File: config.mk
export PLATFORM = sky130hd
export DESIGN_NAME = encoder_4_2_rr_flat
export DESIGN_NICKNAME = d
export VERILOG_FILES = /design/src/rtl/encoder_4_2_rr_pkg.sv /design/src/rtl/encoder_4_2_rr_if.sv /design/src/rtl/encoder_4_2_rr_rr_pick_4.sv /design/src/rtl/encoder_4_2_rr.sv /design/src/flat_wrapper.sv
export SDC_FILE = /design/constraint.sdc
export NUM_CORES = 1
export LEC_CHECK = 0
export BUFFER_PORTS_ARGS = -buffer_cell sky130_fd_sc_hd__buf_2
export CAP_MARGIN = 10
export CORE_AREA = 5 5 42 44
export DETAILED_ROUTE_END_ITERATION = 10
export DIE_AREA = 0 0 47 49
export SETUP_SLACK_MARGIN = 0.2
export SYNTH_ARGS = -nofsm -noshare
export SYNTH_HDL_FRONTEND = slang
export SYNTH_SLANG_ARGS = --single-unit
export TNS_END_PERCENT = 5
File: constraint.sdc
create_clock -name clk -period 2.1 [get_ports clk]
set_clock_uncertainty 0.1 [all_clocks]
set_input_delay 0.42 -clock clk [delete_from_list [all_inputs] [get_ports clk]]
set_output_delay 0.42 -clock clk [all_outputs]
set_load 0.005 [all_outputs]
File: src/rtl/encoder_4_2_rr_pkg.sv
// Shared widths, output-stage state type and a popcount helper for the
// round-robin 4:2 encoder.
package encoder_4_2_rr_pkg;

   localparam int unsigned IN_W   = 4;
   localparam int unsigned CODE_W = 2;

   typedef enum logic {
      EMPTY = 1'b0,
      FULL  = 1'b1
   } state_e;

   function automatic logic is_multi(input logic [IN_W-1:0] vec);
      logic [2:0] cnt;
      cnt = 3'd0;
      for (int i = 0; i < int'(IN_W); i++) begin
         cnt = cnt + {2'b00, vec[i]};
      end
      return (cnt >= 3'd2);
   endfunction

endpackage

File: src/rtl/encoder_4_2_rr_if.sv
// Request/result handshake bundle; master drives requests and consumes
// results, slave is the encoder.
interface encoder_4_2_rr_if;
   import encoder_4_2_rr_pkg::*;

   logic [IN_W-1:0]   code_in;
   logic              in_valid;
   logic              in_ready;
   logic [CODE_W-1:0] code_out;
   logic              out_valid;
   logic              out_ready;
   logic              out_multi;
   logic              zero_err;

   modport master (
      output code_in, in_valid, out_ready,
      input  in_ready, code_out, out_valid, out_multi, zero_err
   );

   modport slave (
      input  code_in, in_valid, out_ready,
      output in_ready, code_out, out_valid, out_multi, zero_err
   );

endinterface

File: src/rtl/encoder_4_2_rr_rr_pick_4.sv
// Combinational round-robin pick: first set bit of code_i searching upward
// from ptr_i with wrap-around.
module rr_pick_4
   import encoder_4_2_rr_pkg::*;
(
   input  logic [IN_W-1:0]   code_i,
   input  logic [CODE_W-1:0] ptr_i,
   output logic [CODE_W-1:0] index_o,
   output logic              any_o,
   output logic              multi_o
);

   logic [CODE_W-1:0] pos_s;

   // Walk the search order backwards so the earliest position overwrites later ones.
   always_comb begin
      index_o = {CODE_W{1'b0}};
      pos_s   = {CODE_W{1'b0}};
      for (int k = int'(IN_W) - 1; k >= 0; k--) begin
         pos_s   = ptr_i + CODE_W'(k);
         index_o = code_i[pos_s] ? pos_s : index_o;
      end
   end

   assign any_o   = |code_i;
   assign multi_o = is_multi(code_i);

endmodule

File: src/rtl/encoder_4_2_rr.sv
// Round-robin 4:2 priority encoder with a one-entry registered output stage
// and valid/ready handshake on both sides.
module encoder_4_2_rr
   import encoder_4_2_rr_pkg::*;
(
   input  logic             clk,
   input  logic             rst_n,
   encoder_4_2_rr_if.slave  bus
);

   state_e            state_q, state_d;
   logic [CODE_W-1:0] code_q,  code_d;
   logic              multi_q, multi_d;
   logic              zero_q,  zero_d;
   logic [CODE_W-1:0] ptr_q,   ptr_d;

   logic [CODE_W-1:0] pick_idx_s;
   logic              pick_any_s;
   logic              pick_multi_s;
   logic              in_ready_s;
   logic              xfer_s;
   logic              load_s;

   rr_pick_4 u_pick (
      .code_i  (bus.code_in),
      .ptr_i   (ptr_q),
      .index_o (pick_idx_s),
      .any_o   (pick_any_s),
      .multi_o (pick_multi_s)
   );

   assign in_ready_s = (state_q == EMPTY) || bus.out_ready;
   assign xfer_s     = bus.in_valid && in_ready_s;
   assign load_s     = xfer_s && pick_any_s;

   // Next-state: a nonzero transfer always loads; zero transfers only raise zero_err.
   always_comb begin
      code_d  = load_s ? pick_idx_s : code_q;
      multi_d = load_s ? pick_multi_s : multi_q;
      ptr_d   = load_s ? (pick_idx_s + CODE_W'(1'b1)) : ptr_q;
      zero_d  = xfer_s && !pick_any_s;
      case (state_q)
         EMPTY:   state_d = load_s ? FULL : EMPTY;
         FULL:    state_d = (load_s || !bus.out_ready) ? FULL : EMPTY;
         default: state_d = EMPTY;
      endcase
   end

   // Output stage registers; reset discards any held result immediately.
   always_ff @(posedge clk or negedge rst_n) begin
      if (!rst_n) begin
         state_q <= EMPTY;
         code_q  <= {CODE_W{1'b0}};
         multi_q <= 1'b0;
         zero_q  <= 1'b0;
         ptr_q   <= {CODE_W{1'b0}};
      end else begin
         state_q <= state_d;
         code_q  <= code_d;
         multi_q <= multi_d;
         zero_q  <= zero_d;
         ptr_q   <= ptr_d;
      end
   end

   assign bus.in_ready  = in_ready_s;
   assign bus.out_valid = (state_q == FULL);
   assign bus.code_out  = code_q;
   assign bus.out_multi = multi_q;
   assign bus.zero_err  = zero_q;

endmodule

File: src/flat_wrapper.sv
// flat-port wrapper written by rule: the top's interface ports become plain ports
module encoder_4_2_rr_flat import encoder_4_2_rr_pkg::*;
  (clk, rst_n, bus_code_in, bus_in_valid, bus_out_ready, bus_in_ready, bus_code_out, bus_out_valid, bus_out_multi, bus_zero_err);
  encoder_4_2_rr_if bus_i ();
  input  logic clk;
  input  logic rst_n;
  input wire logic [$bits(bus_i.code_in)-1:0] bus_code_in;
  input wire logic [$bits(bus_i.in_valid)-1:0] bus_in_valid;
  input wire logic [$bits(bus_i.out_ready)-1:0] bus_out_ready;
  output wire logic [$bits(bus_i.in_ready)-1:0] bus_in_ready;
  output wire logic [$bits(bus_i.code_out)-1:0] bus_code_out;
  output wire logic [$bits(bus_i.out_valid)-1:0] bus_out_valid;
  output wire logic [$bits(bus_i.out_multi)-1:0] bus_out_multi;
  output wire logic [$bits(bus_i.zero_err)-1:0] bus_zero_err;
  assign bus_i.code_in = bus_code_in;
  assign bus_i.in_valid = bus_in_valid;
  assign bus_i.out_ready = bus_out_ready;
  assign bus_in_ready = bus_i.in_ready;
  assign bus_code_out = bus_i.code_out;
  assign bus_out_valid = bus_i.out_valid;
  assign bus_out_multi = bus_i.out_multi;
  assign bus_zero_err = bus_i.zero_err;
  encoder_4_2_rr u_core (.clk(clk), .rst_n(rst_n), .bus(bus_i));
endmodule
# Word level (Yosys, flattened, before mapping)
# Cells that the tools add are included.
# Widths: inputs -> output; s select.
word_totals:
  register_bits: 7
  word_cells: 41
  out_inout_bits: 6
classes:
  n_lt_le_gt_ge: 5
  bitwise_logic: 1
  n_reduce_logical: 8
  n_mux: 15
  add_sub_neg: 7
op_table:
  columns: ["op", "count"]
  rows:
  - ["$lt 2x3->1 const B", 4]
  - ["$bmux 1 s2", 4]
  - ["$mux 2", 4]
  - ["$mux 1", 6]
  - ["$add 2x1->2 const B", 2]
  - ["$add 2x2->2 const B", 2]
  - ["$reduce_or 4->1", 1]
  - ["$add 2x1->3", 1]
  - ["$add 3x1->3", 1]
  - ["$ge 3x2->1 const B", 1]
  - ["$logic_and 1x1->1", 3]
  - ["$add 1x1->2", 1]
  - ["$logic_not 1->1", 2]
  - ["$logic_or 1x1->1", 2]
  - ["$pmux 1 s2", 1]
  - ["$not 1->1", 1]

# Depth between registers and ports, before layout
depth:
  ltp_word: 8
  ltp_mapped: 7
  mapped_depth_nobuf: 7

# Cells and area by module
# From an unflattened synthesis, not the netlist that was laid out.
unflattened:
  cells_unflattened: 39
  hier_area_um2: 442.9
modules_own_cells:
  columns: ["module", "cells_per_inst", "instances", "area_each_um2", "seq_area_each_um2"]
  rows:
  - ["encoder_4_2_rr", 21, 1, 319.1, 175.2]
  - ["rr_pick_4", 18, 1, 123.9, 0.0]

# Worst setup path after synthesis
# No wires, ideal clock.
synth_timing:
  kind: "in2reg"
  from: "in bus_code_in[0]"
  to: "reg u_core.ptr_q[0]"
  setup_ps: 73
  slack_ps: 433
  t_arrival_ps: 1494
  stages: 7
  t_required_ps: 1927
  path_cell_list: "inv_1 ha_1 inv_1 o311ai_4 nor2_1 mux2_4 a21oi_2"
synth_via:
  elab_chain_cells: 7
synth_rtl:
  columns: ["element", "line_no", "source"]
  rows:
  - ["start: declaration", "flat_wrapper.sv:7", "input wire logic [$bits(bus_i.code_in)-1:0] bus_code_in;"]
  - ["$bmux 1 s2", "encoder_4_2_rr_rr_pick_4.sv:21", "index_o = code_i[pos_s] ? pos_s : index_o;"]
  - ["$mux 1 (not written as such)", "encoder_4_2_rr_rr_pick_4.sv:21", null]
  - ["$mux 2 (4 in a row)", "encoder_4_2_rr_rr_pick_4.sv:21", null]
  - ["$add 2x1->2", "encoder_4_2_rr.sv:40", "ptr_d = load_s ? (pick_idx_s + CODE_W'(1'b1)) : ptr_q;"]
  - ["end signal: assignment", "encoder_4_2_rr.sv:56", "ptr_q <= {CODE_W{1'b0}};"]
  - ["end signal: assignment", "encoder_4_2_rr.sv:62", "ptr_q <= ptr_d;"]
  - ["end: declaration", "encoder_4_2_rr.sv:15", "logic [CODE_W-1:0] ptr_q, ptr_d;"]
# Several ways; a longest one is shown, not always the timed one. The select of a mux whose other input is x is not followed.
# A chain may end at the register's enable or synchronous reset.

# Worst setup path in the final report
# Same ends and word-level chain as after synthesis.

==> metrics.cfg <==
[outcome]
status=completed

[worst_setup_path]
r2r_cells=5
worstSetupPathType=input pin to flop
r2r_slack_ns=0.41
path_cells=buf_2 > inv_1 > ha_1 > inv_1 > o311ai_4 > nor2_1 > mux2_4 > a21oi_2
setup.worst_path.start=bus_code_in[0]
r2r-start=u_core.ptr_q[0]
cp.arrival_ns=1.76
startpoint_type=input pin
worstReg2RegEnd=u_core.ptr_q[0]
cp-end-kind=flop
crit_top_cell=inv_1
critPathRequiredTime_ns=2.17
cp_slowest_cell=o311ai_4
critPathMaxFanout=8
cp-endpoint=u_core.ptr_q[0]
slowest_delay_ns=0.39

[timing]
timing.final.crit_share_pct=80.5
rsz0062_at_grt=no
fmax_ghz=0.592
tightest_slew_ns=0.432
period_minus_slack_ns=1.69
relSlewSlack_pct=71.1
fin_setup_tns_ns=0
timing_hold_violations_final=0
setup_viol=0
slew_viol_final=0

[power_and_ir_drop]
ir_drop_uv=254
power.internal_uw=379
switching_share_pct=35.7
leakagePower_uw=0.000286
p_sw_uw=210
pwr-share-seq_pct=40.0
pwr-share-clk_pct=20.1
combPwrFrac_pct=40.0
powerDensity_mw_per_mm2=978

[cts]
clockRootBuffer=clkbuf_4
post_cts_buffers=0
cts_made_buffers=3
numClockSinks=7
ctsHtreeMaxLevel=1
clock_latency_ns=0.25
cts.clk_slew.worst_paths_ns=0.05
clockBufferDepth=2
cts_tree=done

[place]
placement.cell_area_um2=566
dp_hpwl_um=809
place.gp.congestion=0.788
io_buffers=13

[floorplan]
io-pin-count=14
fp.dieW_um=47
die_y_um=49
num_rows=14
floorplan.initialDensity_pct=34.8
core_mm2=0.00140
die-area_mm2=0.00230

[cells_and_area]
final_area_um2=602
nFillCells=152
register_area_um2=175
nets=78
multiInputGateArea_um2=283
drive_gt1_share_pct=35.8
areaGrowthSynthToFinish_pct=23.3
antenna_cells=0

[yosys]
synth_flop_cell=dfrtp_1
syn_area_per_cell_um2=9.76
ys_ff_latch=7
seq_area_frac_synth_pct=35.9
netlist_instances=50
synth_area_um2=488
ys_types=25
synthesis.nets=60
async_flop_share_pct=100
synth_edf_count=0
yosysWarnings=0

[drt]
drc=0
routed_wl_um=968
routed_via_density=4.89
final_antenna_net_count=0
firstDrtPassIters=4
vias=406
drtIter0Drc=1
wl_per_cell_um=11.7

[grt]
grt_max_degree=10
first_global_vias=433
grt_pass1_wl_mm=1.79
grt_overflow=0
grt_antenna_before_repair=0
grt_util_all_layers_pct=10.6

[job]
cap_violations=0

[min_path]
hp-class=input pin to flop

[cell families (layout without fill, tap and decap cells)]
| family | count (synthesis) | after routing | synth area share [%] |
|---|---|---|---|
| AND/OR/NAND/NOR | 14 | 14 | 14.9 |
| adder cells (fa/ha/maj) | 2 | 2 | 6.67 |
| multiplexers | 4 | 4 | 10.0 |
| buffers and inverters | 7 | 24 | 6.15 |
| AO/OA/AOI/OAI | 15 | 15 | 24.6 |
| XOR/XNOR | 1 | 1 | 1.80 |
| flip-flops | 7 | 7 | 35.9 |
[cells in the mapped netlist, types with 2 or more instances]
cell      n  share of area, %
dfrtp_1   7                36
inv_1     6               4.6
a21oi_1   5               5.1
nor2_1    4               3.1
mux2_2    3               6.9
nand2_1   3               2.3
nand2b_1  3               3.8
o21ai_0   2               2.1
[cells in the final DEF, fill, tap and decap left out, types with 2 or more instances in the layout]
master    count
buf_2        13
dfrtp_1       7
inv_1         6
a21oi_1       5
nor2_1        4
nand2b_1      3
nand2_1       3
mux2_2        3
clkbuf_4      3
o21ai_0       2
[cell type report]
type,count,share of cell area (%)
Multi-Input combinational cell,36,47.0
Sequential cell,7,29.1
Timing Repair Buffer,14,12.5
Clock buffer,4,4.37
Inverter,6,3.74
Tap cell,16,3.33
[worst min path at each step]
stage,start,endpoint,slack [ns],cells past startpoint
after floorplan,rst_n,u_core.bus.code_out[0],0.02,0
after global placement,rst_n,u_core.bus.code_out[0],0.16,1
after detailed placement,rst_n,u_core.bus.code_out[0],0.16,1
after CTS,bus_in_valid,u_core.bus.zero_err,0.32,3
after global routing,bus_in_valid,u_core.bus.zero_err,0.32,3
final,bus_in_valid,u_core.bus.zero_err,0.33,3
[metal layers]
layer / track usage, % / part of all wire, % / vias to the layer above
li1: - / - / 210
met4: 9.68 / 1.4 / 0
met5: 0 / 0 / -
met2: 16.1 / 50 / 10
met1: 12.6 / 43 / 184
met3: 0.738 / 5.3 / 2
[state kept, by name (all words and copies together), names as in the netlist]
register	flops
u_core.ptr_q	2
u_core.bus.out_multi	1
u_core.bus.zero_err	1
u_core.bus.out_valid	1
u_core.bus.code_out	2
[repair_timing]
action	CTS	global route
endpoints found under the hold margin	7	0
resized for setup	0	0
hold buffers	1	0
[worst max-delay path, delay by kind of cell]
kind                     cells  cell delay (ns)
buffers and inverters        3             0.32
adder cells (fa/ha/maj)      1             0.16
multiplexers                 1             0.28
AND/OR/NAND/NOR              1             0.08
AO/OA/AOI/OAI                2             0.50
[power groups by stage]
stage / combinational (µW) / clock (µW) / sequential [µW]
detailed placement: 239 / 0 / 239
CTS: 240 / 124 / 236
global placement: 231 / 0 / 237
floorplan: 196 / 0 / 213
global route: 269 / 134 / 247
finish: 235 / 118 / 235
[stage by stage]
stage	setup slack (ns)	hold WS, ns	instances	power [µW]	utilization [%]
2_1_floorplan	0.433	0.0244	50	410	-
3_3_place_gp	0.212	0.158	78	467	40.4
6_report	0.410	0.327	83	589	42.9
3_5_place_dp	0.143	0.160	78	478	40.4
5_1_grt	0.287	0.323	83	650	42.9
4_1_cts	0.388	0.318	83	601	42.9
Note: power is estimated with default switching activity, not from simulation.
